**src/rtl/main_mem_arbiter.sv**
```systemverilog
// main_mem_arbiter: round-robin sharing of one RAM port between two requesters, registered grants and read return.
// Define MAIN_MEM_ARB_STATS_EN to add saturating per-requester stall counters.
module main_mem_arbiter #(
  parameter int AW = 12,
  parameter int DW = 16
) (
  input  logic          clock,
  input  logic          n_reset,
  input  logic          r0_req,
  input  logic          r0_we,
  input  logic [AW-1:0] r0_addr,
  input  logic [DW-1:0] r0_wdata,
  output logic          r0_gnt,
  output logic          r0_rvalid,
  output logic [DW-1:0] r0_rdata,
  input  logic          r1_req,
  input  logic          r1_we,
  input  logic [AW-1:0] r1_addr,
  input  logic [DW-1:0] r1_wdata,
  output logic          r1_gnt,
  output logic          r1_rvalid,
  output logic [DW-1:0] r1_rdata,
  output logic [AW-1:0] m_addr,
  output logic [DW-1:0] m_data,
  output logic          m_wren,
`ifdef MAIN_MEM_ARB_STATS_EN
  output logic [15:0]   r0_stall_cnt,
  output logic [15:0]   r1_stall_cnt,
`endif
  input  logic [DW-1:0] m_q
);
  typedef enum logic [1:0] {IDLE, G0, G1} state_t;
  state_t state, state_nx;
  logic last, e0, e1, w0, w1;
  assign r0_gnt = state == G0;
  assign r1_gnt = state == G1;
  always_comb begin
    e0 = r0_req & ~r0_gnt;
    e1 = r1_req & ~r1_gnt;
    w0 = e0 & (~e1 | last);
    w1 = e1 & ~w0;
    state_nx = w0 ? G0 : w1 ? G1 : IDLE;
  end
  always_ff @(posedge clock or negedge n_reset) begin
    if (!n_reset) begin
      state     <= IDLE;
      last      <= 1'b1;
      m_addr    <= '0;
      m_data    <= '0;
      m_wren    <= 1'b0;
      r0_rvalid <= 1'b0;
      r1_rvalid <= 1'b0;
      r0_rdata  <= '0;
      r1_rdata  <= '0;
    end else begin
      state  <= state_nx;
      m_wren <= w0 ? r0_we : w1 & r1_we;
      if (w0 | w1) begin
        last   <= w1;
        m_addr <= w0 ? r0_addr : r1_addr;
        m_data <= w0 ? r0_wdata : r1_wdata;
      end
      // a grant cycle with m_wren low is a read whose m_q is ready at this edge
      r0_rvalid <= r0_gnt & ~m_wren;
      r1_rvalid <= r1_gnt & ~m_wren;
      if (r0_gnt & ~m_wren) r0_rdata <= m_q;
      if (r1_gnt & ~m_wren) r1_rdata <= m_q;
    end
  end
`ifdef MAIN_MEM_ARB_STATS_EN
  always_ff @(posedge clock or negedge n_reset) begin
    if (!n_reset) begin
      r0_stall_cnt <= '0;
      r1_stall_cnt <= '0;
    end else begin
      if (r0_req & ~w0 & ~&r0_stall_cnt) r0_stall_cnt <= r0_stall_cnt + 16'd1;
      if (r1_req & ~w1 & ~&r1_stall_cnt) r1_stall_cnt <= r1_stall_cnt + 16'd1;
    end
  end
`endif
endmodule

```
**config.mk**
```make
export PLATFORM = sky130hd
export DESIGN_NAME = main_mem_arbiter
export DESIGN_NICKNAME = d
export VERILOG_FILES = /design/src/rtl/main_mem_arbiter.sv
export SDC_FILE = /design/constraint.sdc
export NUM_CORES = 1
export LEC_CHECK = 0
export ABC_AREA = 1
export CORE_MARGIN = 3
export CORE_UTILIZATION = 44
export CTS_CLUSTER_DIAMETER = 80
export CTS_CLUSTER_SIZE = 8
export DETAILED_ROUTE_END_ITERATION = 16
export PLACE_DENSITY = 0.91
export SLEW_MARGIN = 20
export SYNTH_ARGS = -nofsm -noshare
export SYNTH_HDL_FRONTEND = slang
export SYNTH_SLANG_ARGS = --single-unit
```
**constraint.sdc**
```tcl
create_clock -name clock -period 2.8 [get_ports clock]
set_input_delay 0.56 -clock clock [delete_from_list [all_inputs] [get_ports clock]]
set_output_delay 0.56 -clock clock [all_outputs]
set_load 0.1 [all_outputs]
```
== After elaboration in Yosys (flattened, before gate mapping) ==
Index checks and enable logic that the tools add are counted.

* Equality and inequality tests: 2
* Multiplexer cells: 5
* Bitwise operators: 14

{| class="wikitable"
|+ Operators by type and width
! kind !! count
|-
| two-way mux 16 bit || 1
|-
| two-way mux 12 bit || 1
|-
| AND 1 bit || 7
|-
| inverter 1 bit || 5
|-
| two-way mux 2 bit || 2
|-
| equality test 2 x 1 -> 1 bit, second input constant || 1
|-
| equality test 2 bit, second input constant || 1
|-
| OR 1 bit || 2
|-
| two-way mux 1 bit || 1
|}

* Register bits: 66
* Output and inout bits: 65

== Longest topological paths before layout ==
Gate-level depths: netlist of run 1.

* Depth after elaboration: 10
* Depth in mapped cells: 9

== Worst setup path before layout of run 1 ==
No wires, ideal clock.

* Path type: register to register
* Start point: reg state[0]
* End point: reg r1_rdata[10]
* Arrival time: 1728 ps
* Setup slack: 943 ps
* Stages on the path, launching flop included: 8
* Buffers on the path: 1
* Clock period less this slack: 1857 ps
* Path through: dfrtp_1 inv_2 nand2_2 inv_1 nand2_1 buf_4 nand2_1 o21ai_0

* Cells in the longest elaborated chain, start to end: 2

{| class="wikitable"
|+ Ends and longest elaborated chain
! element !! RTL line !! RTL
|-
| start: declaration || 33 || <nowiki>state_t state, state_nx;</nowiki>
|-
| start signal: assignment || 56 || <nowiki>state <= state_nx;</nowiki>
|-
| equality test 2 bit || 36 || <nowiki>assign r1_gnt = state == G1;</nowiki>
|-
| via r1_gnt || 20 || <nowiki>output logic r1_gnt,</nowiki>
|-
| AND 1 bit || 67 || <nowiki>if (r1_gnt & ~m_wren) r1_rdata <= m_q;</nowiki>
|-
| end signal: assignment || 67 ||
|-
| end: declaration || 22 || <nowiki>output logic [DW-1:0] r1_rdata,</nowiki>
|}

The timed path passes the listed nets, and every way through them passes these cells.
A chain may end at the register's enable or synchronous reset.

== Worst setup path after layout of run 1 ==
* Start point: reg state[0]
* End point: out r1_gnt

* Cells in the longest elaborated chain, start to end: 1

{| class="wikitable"
|+ Ends and longest elaborated chain
! element !! RTL line
|-
| equality test 2 bit || 36
|-
| end: declaration || 20
|}

Every way passes these cells.

==> results of run 1 <==
-- worst max path at each step --
stage / to / cells past startpoint / slack (ps) / from
CTS: r1_gnt / 4 / 960 / state[0]
detailed placement: m_addr[7] / 7 / 710 / r1_req
finish: r1_gnt / 4 / 980 / state[0]
floorplan: r1_rdata[10] / 7 / 940 / state[0]
global placement: m_data[12] / 6 / 790 / r1_req
global route: r1_rdata[0] / 5 / 860 / state[0]
-- logic make-up after synthesis --
family	Yosys count	synth area share (%)
AO/OA/AOI/OAI	34	5.68
buffers and inverters	78	12.7
flip-flops	66	53.9
AND/OR/NAND/NOR	184	27.7
-- state kept, by name, summed over array words and instances, names as in the netlist --
name	cells
r1_rdata	16
m_data	16
r0_rdata	16
r0_rvalid	1
m_wren	1
m_addr	12
last	1
state	2
r1_rvalid	1
-- routing by layer --
layer,global-route usage (%),part of all wire (%)
met5,0,0
met4,7.17,1.0
met3,8.48,11
met2,37.0,49
met1,24.9,39
-- critical path, stage by stage, from the launching register on --
cell and delay (ps):
dfrtp_1 410, inv_2 60, nand2_2 80, inv_1 80, buf_4 290
-- cell usage in the layout, fill, tap and decap left out --
| cell | synthesis | layout |
|---|---|---|
| nand2_2 | 4 | 4 |
| nand2_1 | 93 | 93 |
| bufinv_16 | 0 | 1 |
| inv_1 | 51 | 51 |
| nand3_2 | 8 | 8 |
| buf_2 | 9 | 1 |
| a21oi_2 | 1 | 1 |
| a21oi_1 | 1 | 1 |
| clkdlybuf4s50_1 | 0 | 76 |
| clkbuf_1 | 0 | 3 |
| clkbuf_8 | 0 | 11 |
| o21ai_0 | 23 | 23 |
| nand3_1 | 78 | 78 |
| dfstp_2 | 1 | 1 |
| dfrtp_1 | 65 | 65 |
| buf_4 | 4 | 70 |
| o21ai_1 | 9 | 9 |
| nor2_1 | 1 | 1 |
| buf_12 | 0 | 1 |
| inv_2 | 4 | 4 |
| clkinv_2 | 0 | 1 |
-- stage by stage --
step / cell area, µm² / total power [W] / setup WS (ps) / hold WS [ps] / std cells
floorplan: 3060 / 0.00402 / 943 / 264 / 362
global placement: 4290 / 0.00473 / 788 / 470 / 564
detailed placement: 4290 / 0.00478 / 715 / 479 / 564
CTS: 4490 / 0.00559 / 958 / 284 / 580
global route: 4490 / 0.00579 / 857 / 304 / 580
finish: 4490 / 0.00555 / 985 / 276 / 580
-- power by group --
group	total, W	switching, W	internal [W]	leakage (nW)
clock	0.000789	0.000329	0.000460	0.101
combinational	0.00333	0.00268	0.000646	1.46
sequential	0.00143	0.000175	0.00125	0.814
total	0.00554	0.00319	0.00236	2.38
-- area by class of cell --
type	count	area, µm²	area share (%)
sequential	66	1650	36.8
clock inverter	2	35.0	0.781
inverter	55	206	4.60
multi-input combinational	218	1020	22.8
timing repair buffer	148	1310	29.2
clock buffer	14	163	3.63
tap	77	96.3	2.15
==> flow_metrics.env, run 1 <==
export IMPL_status="finished clean"
export IMPL_io_buffers=142
export IMPL_grt_start_max_net_pins=39
export IMPL_min_period_ps=1820
export IMPL_async_flop_share_pct=100
export IMPL_p_leak_nw=2.38
export IMPL_maxCapViolations=0
export IMPL_drtPass1Iterations=5
export IMPL_yosysTopAreaCell="dfrtp_1"
export IMPL_areaGrowthSynthToFinish_pct=46.4
export IMPL_place_congestion=0.844
export IMPL_drt_total_wl_um=8500
export IMPL_ys_flop_type="dfrtp_1"
export IMPL_synth_top_cells_by_count="nand2_1, nand3_1, dfrtp_1, inv_1, o21ai_0"
export IMPL_netlist_area_mm2=0.00306
export IMPL_reg2regPathDepth=5
export IMPL_worstReg2RegEnd="r1_rdata[4]"
export IMPL_cts_tree="built"
export IMPL_clockBufferDepth=2
export IMPL_grt_pass1_vias=2883
export IMPL_synth_edff_count=0
export IMPL_synth_most_common_cell="nand2_1"
export IMPL_postCtsSetupRepairBufs=0
export IMPL_yosys_cell_types_count=18
export IMPL_post_synth_inst_count=362
export IMPL_coreArea_mm2=0.00653
export IMPL_rows=29
export IMPL_max_freq_mhz=551
export IMPL_vias=2905
export IMPL_hold_viol_final=0
export IMPL_cts_clk_slew_worst_paths_ps=70
export IMPL_syn_num_nets=440
export IMPL_powerDensity_mw_per_mm2=1240
export IMPL_die_y_um=89.5
export IMPL_period_share_pct=64.8
export IMPL_wl_per_cell_um=14.7
export IMPL_slew_headroom_pct=39.1
export IMPL_r2r_slack_ps=1090
export IMPL_hpwl_um=6220
export IMPL_yosys_area_top_type_share_pct=53.1
export IMPL_end_kind="primary output"
export IMPL_hold_path_class="in2async"
export IMPL_clock_latency_ps=320
export IMPL_finalSetupViolCount=0
export IMPL_worst_slew_pin_slew_ps=911
export IMPL_crit_arrival_ps=1260
export IMPL_cts_root_buf="clkbuf_8"
export IMPL_peakVddDrop_v=0.00110
export IMPL_dieArea_mm2=0.00800
export IMPL_n_antenna_cell=0
export IMPL_synth_seq_area_share_pct=53.9
export IMPL_io_pin_count=143
export IMPL_worstPathMaxFanout=3
export IMPL_synthTopCellsByArea="dfrtp_1, nand3_1, nand2_1"
export IMPL_start_kind="flop"
export IMPL_h_tree_depth=3
export IMPL_rsz0062_at_grt="no"
export IMPL_drt_iter0_drc=130
export IMPL_grt_pass1_wl_um=13400
export IMPL_postRouteAntennaNets=0
export IMPL_cts_sink_count=66
export IMPL_final_core_util_pct=68.7
export IMPL_ys_warn_count=0
export IMPL_synth_seq_cells=66
export IMPL_ctsHoldBuffers=0
export IMPL_antenna_found_initial=0
export IMPL_r2r_start="state[0]"
export IMPL_cts_resized_gates=0
export IMPL_grt_overflow_total=0
export IMPL_clock_skew_ps=9.62
export IMPL_fill_cells=521
export IMPL_num_nets_final=576
export IMPL_critPathKind="reg2out"
export IMPL_slew_viol_final=0
export IMPL_drc_errors=0
export IMPL_worstPathRequired_ps=2240
export IMPL_via_per_inst=5.01
export IMPL_finalSetupTns_ps=0
export IMPL_cts_buffers=9
export IMPL_syn_area_per_cell_um2=8.46
export IMPL_die_width_um=89.5
export IMPL_grt_use_total_pct=21.7
export IMPL_start_util_pct=46.9
export IMPL_drive_gt1_share_pct=20.5
Note: power is estimated with default switching activity, not from simulation.
==> run 2: changes to the inputs <==
--- a/config.mk
+++ b/config.mk
@@ -7,11 +7,11 @@
 export LEC_CHECK = 0
 export ABC_AREA = 1
 export CORE_MARGIN = 3
-export CORE_UTILIZATION = 44
+export CORE_UTILIZATION = 37
 export CTS_CLUSTER_DIAMETER = 80
 export CTS_CLUSTER_SIZE = 8
 export DETAILED_ROUTE_END_ITERATION = 16
-export PLACE_DENSITY = 0.91
+export PLACE_DENSITY = 0.82
 export SLEW_MARGIN = 20
 export SYNTH_ARGS = -nofsm -noshare
 export SYNTH_HDL_FRONTEND = slang
==> constraint.sdc (replaced) <==
create_clock -name clock -period 1.5 [get_ports clock]
set_input_delay 0.3 -clock clock [delete_from_list [all_inputs] [get_ports clock]]
set_output_delay 0.3 -clock clock [all_outputs]
set_load 0.1 [all_outputs]
==> run 2 against run 1 <==
Final cell count grew 6.4%. Critical path type unchanged. Non-clock buffer count grew 12. Via count shrank 0.10%. Register-to-register slack lost 970 ps. Clock skew grew 2.1 ps. First-iteration DRC count shrank 18%. Clock-buffer cell count is the same. Routed wire length grew 5.9%. Total power grew 120%. Flip-flop and latch count is the same. Sequential share of layout area shrank 6.8 points. Core utilization grew 1.1 points.
==> flow_metrics.env, run 2 (synthesis results as in run 1) <==
export IMPL_status="finished clean"
export IMPL_die_width_um=97.0
export IMPL_clock_latency_ps=330
export IMPL_path_cells="inv_2, nand2_2, inv_4, buf_12"
export IMPL_hpwl_um=6660
export IMPL_period_share_pct=97.3
export IMPL_p_int_w=0.00577
export IMPL_mostFrequentLayoutCell="nand2_1"
export IMPL_dpl_cell_area_mm2=0.00528
export IMPL_seq_area_mm2=0.00165
export IMPL_switching_power_w=0.00633
export IMPL_rsz0062_at_grt="yes"
export IMPL_power_total_w=0.0121
export IMPL_cts_clk_slew_worst_paths_ps=70
export IMPL_drt_iter0_drc=106
export IMPL_antenna_found_initial=0
export IMPL_finalSetupViolCount=0
export IMPL_multi_input_area_mm2=0.00104
export IMPL_crit_arrival_ps=1160
export IMPL_p_leak_nw=2.72
export IMPL_layout_setup_ws_ps=39.9
export IMPL_worstPathRequired_ps=1200
export IMPL_wl_per_cell_um=14.6
export IMPL_cp_slowest_cell="dfrtp_1"
export IMPL_slew_viol_final=0
export IMPL_worst_slew_pin_slew_ps=356
export IMPL_seqPwrFrac_pct=24.3
export IMPL_drc_errors=0
export IMPL_powerDensity_mw_per_mm2=2200
export IMPL_via_per_inst=4.70
export IMPL_rows=32
export IMPL_final_cell_mix="nand2_1, nand3_1, clkdlybuf4s50_1"
export IMPL_drive_gt1_share_pct=23.3
export IMPL_grt_pass1_vias=3076
export IMPL_stdcell_count=617
export IMPL_grt_start_max_net_pins=67
export IMPL_reg_top3="m_data (16), r0_rdata (16), r1_rdata (16)"
export IMPL_cts_root_buf="clkbuf_8"
export IMPL_drt_total_wl_um=9000
export IMPL_postRouteAntennaNets=0
export IMPL_end_kind="primary output"
export IMPL_areaGrowthSynthToFinish_pct=79.8
export IMPL_start_util_pct=38.8
export IMPL_place_inst=596
export IMPL_crit_family="flip-flops"
export IMPL_hold_viol_final=0
export IMPL_hold_worst_slack_ps=484
export IMPL_clockBufferDepth=2
export IMPL_grt_use_total_pct=20.3
export IMPL_peakVddDrop_v=0.00146
export IMPL_drtPass1Iterations=4
export IMPL_h_tree_depth=3
export IMPL_dieArea_mm2=0.00941
export IMPL_cts_sink_count=66
export IMPL_io_pin_count=143
export IMPL_hold_path_class="in2async"
export IMPL_cts_buffers=9
export IMPL_die_y_um=97.0
export IMPL_fill_cells=560
export IMPL_n_antenna_cell=0
export IMPL_max_freq_mhz=685
export IMPL_num_nets_final=588
export IMPL_final_cell_area_mm2=0.00551
export IMPL_start_kind="flop"
export IMPL_place_congestion=0.777
export IMPL_comb_power_share_pct=64.2
export IMPL_switching_share_pct=52.3
export IMPL_worstPathMaxFanout=2
export IMPL_grt_pass1_wl_um=15400
export IMPL_dp_slack_ps=-121
export IMPL_max_stage_delay_ps=420
export IMPL_vias=2902
export IMPL_slew_headroom_pct=76.3
export IMPL_maxCapViolations=0
export IMPL_cp_buffers_inverters=3
export IMPL_clkPwrFrac_pct=11.4
export IMPL_coreArea_mm2=0.00789
export IMPL_cts_tree="built"
export IMPL_clock_skew_ps=11.7
export IMPL_critPathKind="reg2out"
export IMPL_min_period_ps=1460
export IMPL_io_buffers=142
export IMPL_grt_overflow_total=0
## run 2: timing repair
item / in CTS / in global routing
hold endpoints to repair: 65 / 0
buffers inserted: 2 / 2
pin swaps: 0 / 1
gates resized for setup: 2 / 0
hold buffers: 1 / 0
setup endpoints to repair: 2 / 2
## run 2: worst paths after layout
path	from	slack, ps	end	cells past startpoint
max in group asynchronous	n_reset	700	m_data[7]	3
max reg2reg	state[1]	120	m_data[14]	7
max	state[1]	40	r0_gnt	4
min	n_reset	480	m_addr[9]	3
min in group clock	r1_wdata[6]	520	m_data[6]	3
min reg2reg	last	520	last	2
## run 2: cell type report
type | instances | area share (%)
flip-flops and latches | 66 | 30.0
clock buffers | 14 | 3.13
repair buffers | 160 | 41.6
multi-input cells | 218 | 18.8
well taps | 102 | 2.32
inverters | 55 | 3.86
clock inverters | 2 | 0.227
## run 2: metrics by stage
stage                     TNS (ps)  util [%]
after floorplan               -760         -
after global placement       -2070      67.0
after detailed placement     -2990      67.0
after CTS                    -4.91      69.7
after global routing         -15.2      69.8
final                            0      69.8
## run 2: routing by layer
layer	up-vias	part of all wire (%)	routed length, µm	GRT usage (%)
li1	1431	-	-	-
met1	1359	38	3460	24.7
met2	105	54	4890	34.8
met3	7	6.2	558	4.40
met4	0	1.1	95	8.32
met5	-	0	0	0
## run 2: power by group through the flow
| stage | Clock (W) | Sequential (W) | Combinational (W) |
|---|---|---|---|
| finish | 0.00138 | 0.00295 | 0.00777 |
| CTS | 0.00143 | 0.00295 | 0.00782 |
| floorplan | 0 | 0.00658 | 0.000963 |
| detailed placement | 0 | 0.00298 | 0.00779 |
| global route | 0.00150 | 0.00301 | 0.00803 |
| global placement | 0 | 0.00295 | 0.00770 |
## run 2: tightest hold or removal path, stage by stage
cell	delay, ps
dlygate4sd3_1	520
buf_2	120
buf_12	290
==> run 3: changes to the inputs <==
--- a/config.mk
+++ b/config.mk
@@ -7,12 +7,13 @@
 export LEC_CHECK = 0
 export ABC_AREA = 1
 export CORE_MARGIN = 3
-export CORE_UTILIZATION = 37
+export CORE_UTILIZATION = 55
 export CTS_CLUSTER_DIAMETER = 80
 export CTS_CLUSTER_SIZE = 8
 export DETAILED_ROUTE_END_ITERATION = 16
-export PLACE_DENSITY = 0.82
-export SLEW_MARGIN = 20
+export DONT_BUFFER_PORTS = 1
+export PLACE_DENSITY = 0.76
+export SLEW_MARGIN = 5
 export SYNTH_ARGS = -nofsm -noshare
 export SYNTH_HDL_FRONTEND = slang
 export SYNTH_SLANG_ARGS = --single-unit
==> constraint.sdc (replaced) <==
create_clock -name clock -period 1.78 [get_ports clock]
set_input_delay 0.356 -clock clock [delete_from_list [all_inputs] [get_ports clock]]
set_output_delay 0.356 -clock clock [all_outputs]
set_load 0.1 [all_outputs]
==> run 3 against run 2 <==
The flow now finishes with violations (hold timing). Clock-buffer cell count fell by 3. Worst hold slack got worse by 760 ps. Via count down 13%. Critical path depth did not move. Design area down 32%. Final cell count fell by 20%. Non-clock buffer count is 89 lower. Die area decreased by 31%. Sequential share of layout area is 14 points higher. Worst setup slack better by 130 ps.
==> flow_metrics.env, run 3 (synthesis results as in run 1) <==
export IMPL_violations="hold timing"
export IMPL_reg_top3="m_data (16), r0_rdata (16), r1_rdata (16)"
export IMPL_finalSetupViolCount=0
export IMPL_cts_clk_slew_worst_paths_ps=70
export IMPL_postRouteAntennaNets=0
export IMPL_grt_pass1_wl_um=11300
export IMPL_maxCapViolations=0
export IMPL_end_kind="primary output"
export IMPL_grt_overflow_total=0
export IMPL_drc_errors=0
export IMPL_clock_latency_ps=320
export IMPL_grt_start_max_net_pins=67
export IMPL_coreArea_mm2=0.00524
export IMPL_r2r_start="state[1]"
export IMPL_period_share_pct=90.2
export IMPL_die_width_um=80.6
export IMPL_grt_pass1_vias=2458
export IMPL_start_kind="flop"
export IMPL_cts_sink_count=66
export IMPL_cts_root_buf="clkbuf_8"
export IMPL_wl_per_cell_um=14.3
export IMPL_slew_headroom_pct=63.7
export IMPL_vias=2514
export IMPL_hold_viol_final=66
export IMPL_num_nets_final=499
export IMPL_io_buffers=0
export IMPL_hold_worst_slack_ps=-276
export IMPL_grt_use_total_pct=22.7
export IMPL_mostFrequentLayoutCell="nand2_1"
export IMPL_rsz0062_at_grt="no"
export IMPL_max_freq_mhz=623
export IMPL_hpwl_um=5160
export IMPL_worstReg2RegEnd="m_addr[11]"
export IMPL_finalSetupTns_ps=0
export IMPL_drtPass1Iterations=4
export IMPL_drive_gt1_share_pct=24.6
export IMPL_die_y_um=80.6
export IMPL_crit_arrival_ps=1250
export IMPL_rows=26
export IMPL_status="complete, but fails checks"
export IMPL_antenna_found_initial=0
export IMPL_clockBufferDepth=2
export IMPL_place_congestion=0.775
export IMPL_min_period_ps=1610
export IMPL_worst_slew_pin_slew_ps=543
export IMPL_areaGrowthSynthToFinish_pct=22.4
export IMPL_critPathKind="reg2out"
export IMPL_via_per_inst=5.07
export IMPL_hold_path_class="in2async"
export IMPL_final_core_util_pct=71.6
export IMPL_postCtsSetupRepairBufs=0
export IMPL_worstPathRequired_ps=1420
export IMPL_cts_tree="built"
export IMPL_io_pin_count=143
export IMPL_reg2regPathDepth=7
export IMPL_cts_buffers=9
export IMPL_h_tree_depth=3
export IMPL_drt_iter0_drc=178
export IMPL_final_cell_mix="nand2_1, nand3_1, buf_4"
export IMPL_start_util_pct=58.5
export IMPL_dieArea_mm2=0.00650
export IMPL_worstPathMaxFanout=2
export IMPL_r2r_slack_ps=380
export IMPL_n_antenna_cell=0
export IMPL_clock_skew_ps=5.60
export IMPL_cts_resized_gates=0
export IMPL_slew_viol_final=0
export IMPL_drt_total_wl_um=7100
==> run 3: cell types whose count changed in the layout (fill, tap and decap cells not counted), sizes merged <==
cell,delta
buf,-12
bufinv,+2
dlygate4sd3,-1
clkinv,+1
clkbuf,-3
clkdlybuf4s50,-76
==> run 3: how the worst max path moves through the flow <==
stage | slack [ps] | cells past startpoint | endpoint | start
final | 170 | 4 | r0_gnt | state[1]
after detailed placement | 380 | 7 | m_data[14] | state[1]
after CTS | 150 | 4 | r0_gnt | state[1]
after global routing | 110 | 4 | r1_gnt | state[0]
after floorplan | 130 | 7 | r1_rdata[12] | state[0]
after global placement | 450 | 7 | m_data[4] | state[1]
==> run 3: through the flow <==
stage / setup WS [ps] / instance area, µm² / hold WS (ps) / instances
after floorplan: 132 / 3070 / 60.4 / 362
after global placement: 454 / 3530 / 61.8 / 480
after detailed placement: 378 / 3530 / 61.6 / 480
after CTS: 148 / 3750 / -295 / 496
after global routing: 108 / 3750 / -305 / 496
final: 174 / 3750 / -276 / 496
==> run 3: worst max-delay path: stages (launching register included) <==
cell	delay, ps
dfrtp_1	390
inv_1	90
nand2_1	90
inv_2	70
buf_4	280
==> run 3: area by class of cell <==
class                      count  area (µm²)
timing repair buffer          71         558
clock inverter                 5        77.6
tap                           70        87.6
fill                         427        1490
inverter                      55         210
sequential                    66        1650
clock buffer                  11         141
multi-input combinational    218        1020
==> run 3: per-layer routing <==
| layer | share of wire, % | global-route usage, % | vias up |
|---|---|---|---|
| met3 | 9.8 | 8.18 | 10 |
| met4 | 1.9 | 9.46 | 0 |
| met5 | 0 | 0 | - |
| met2 | 49 | 38.8 | 100 |
| li1 | - | - | 1255 |
| met1 | 39 | 25.4 | 1149 |
Power of run 3 is not shown: default switching activity piles up to over one toggle a cycle in this logic, so the estimate is an artifact.
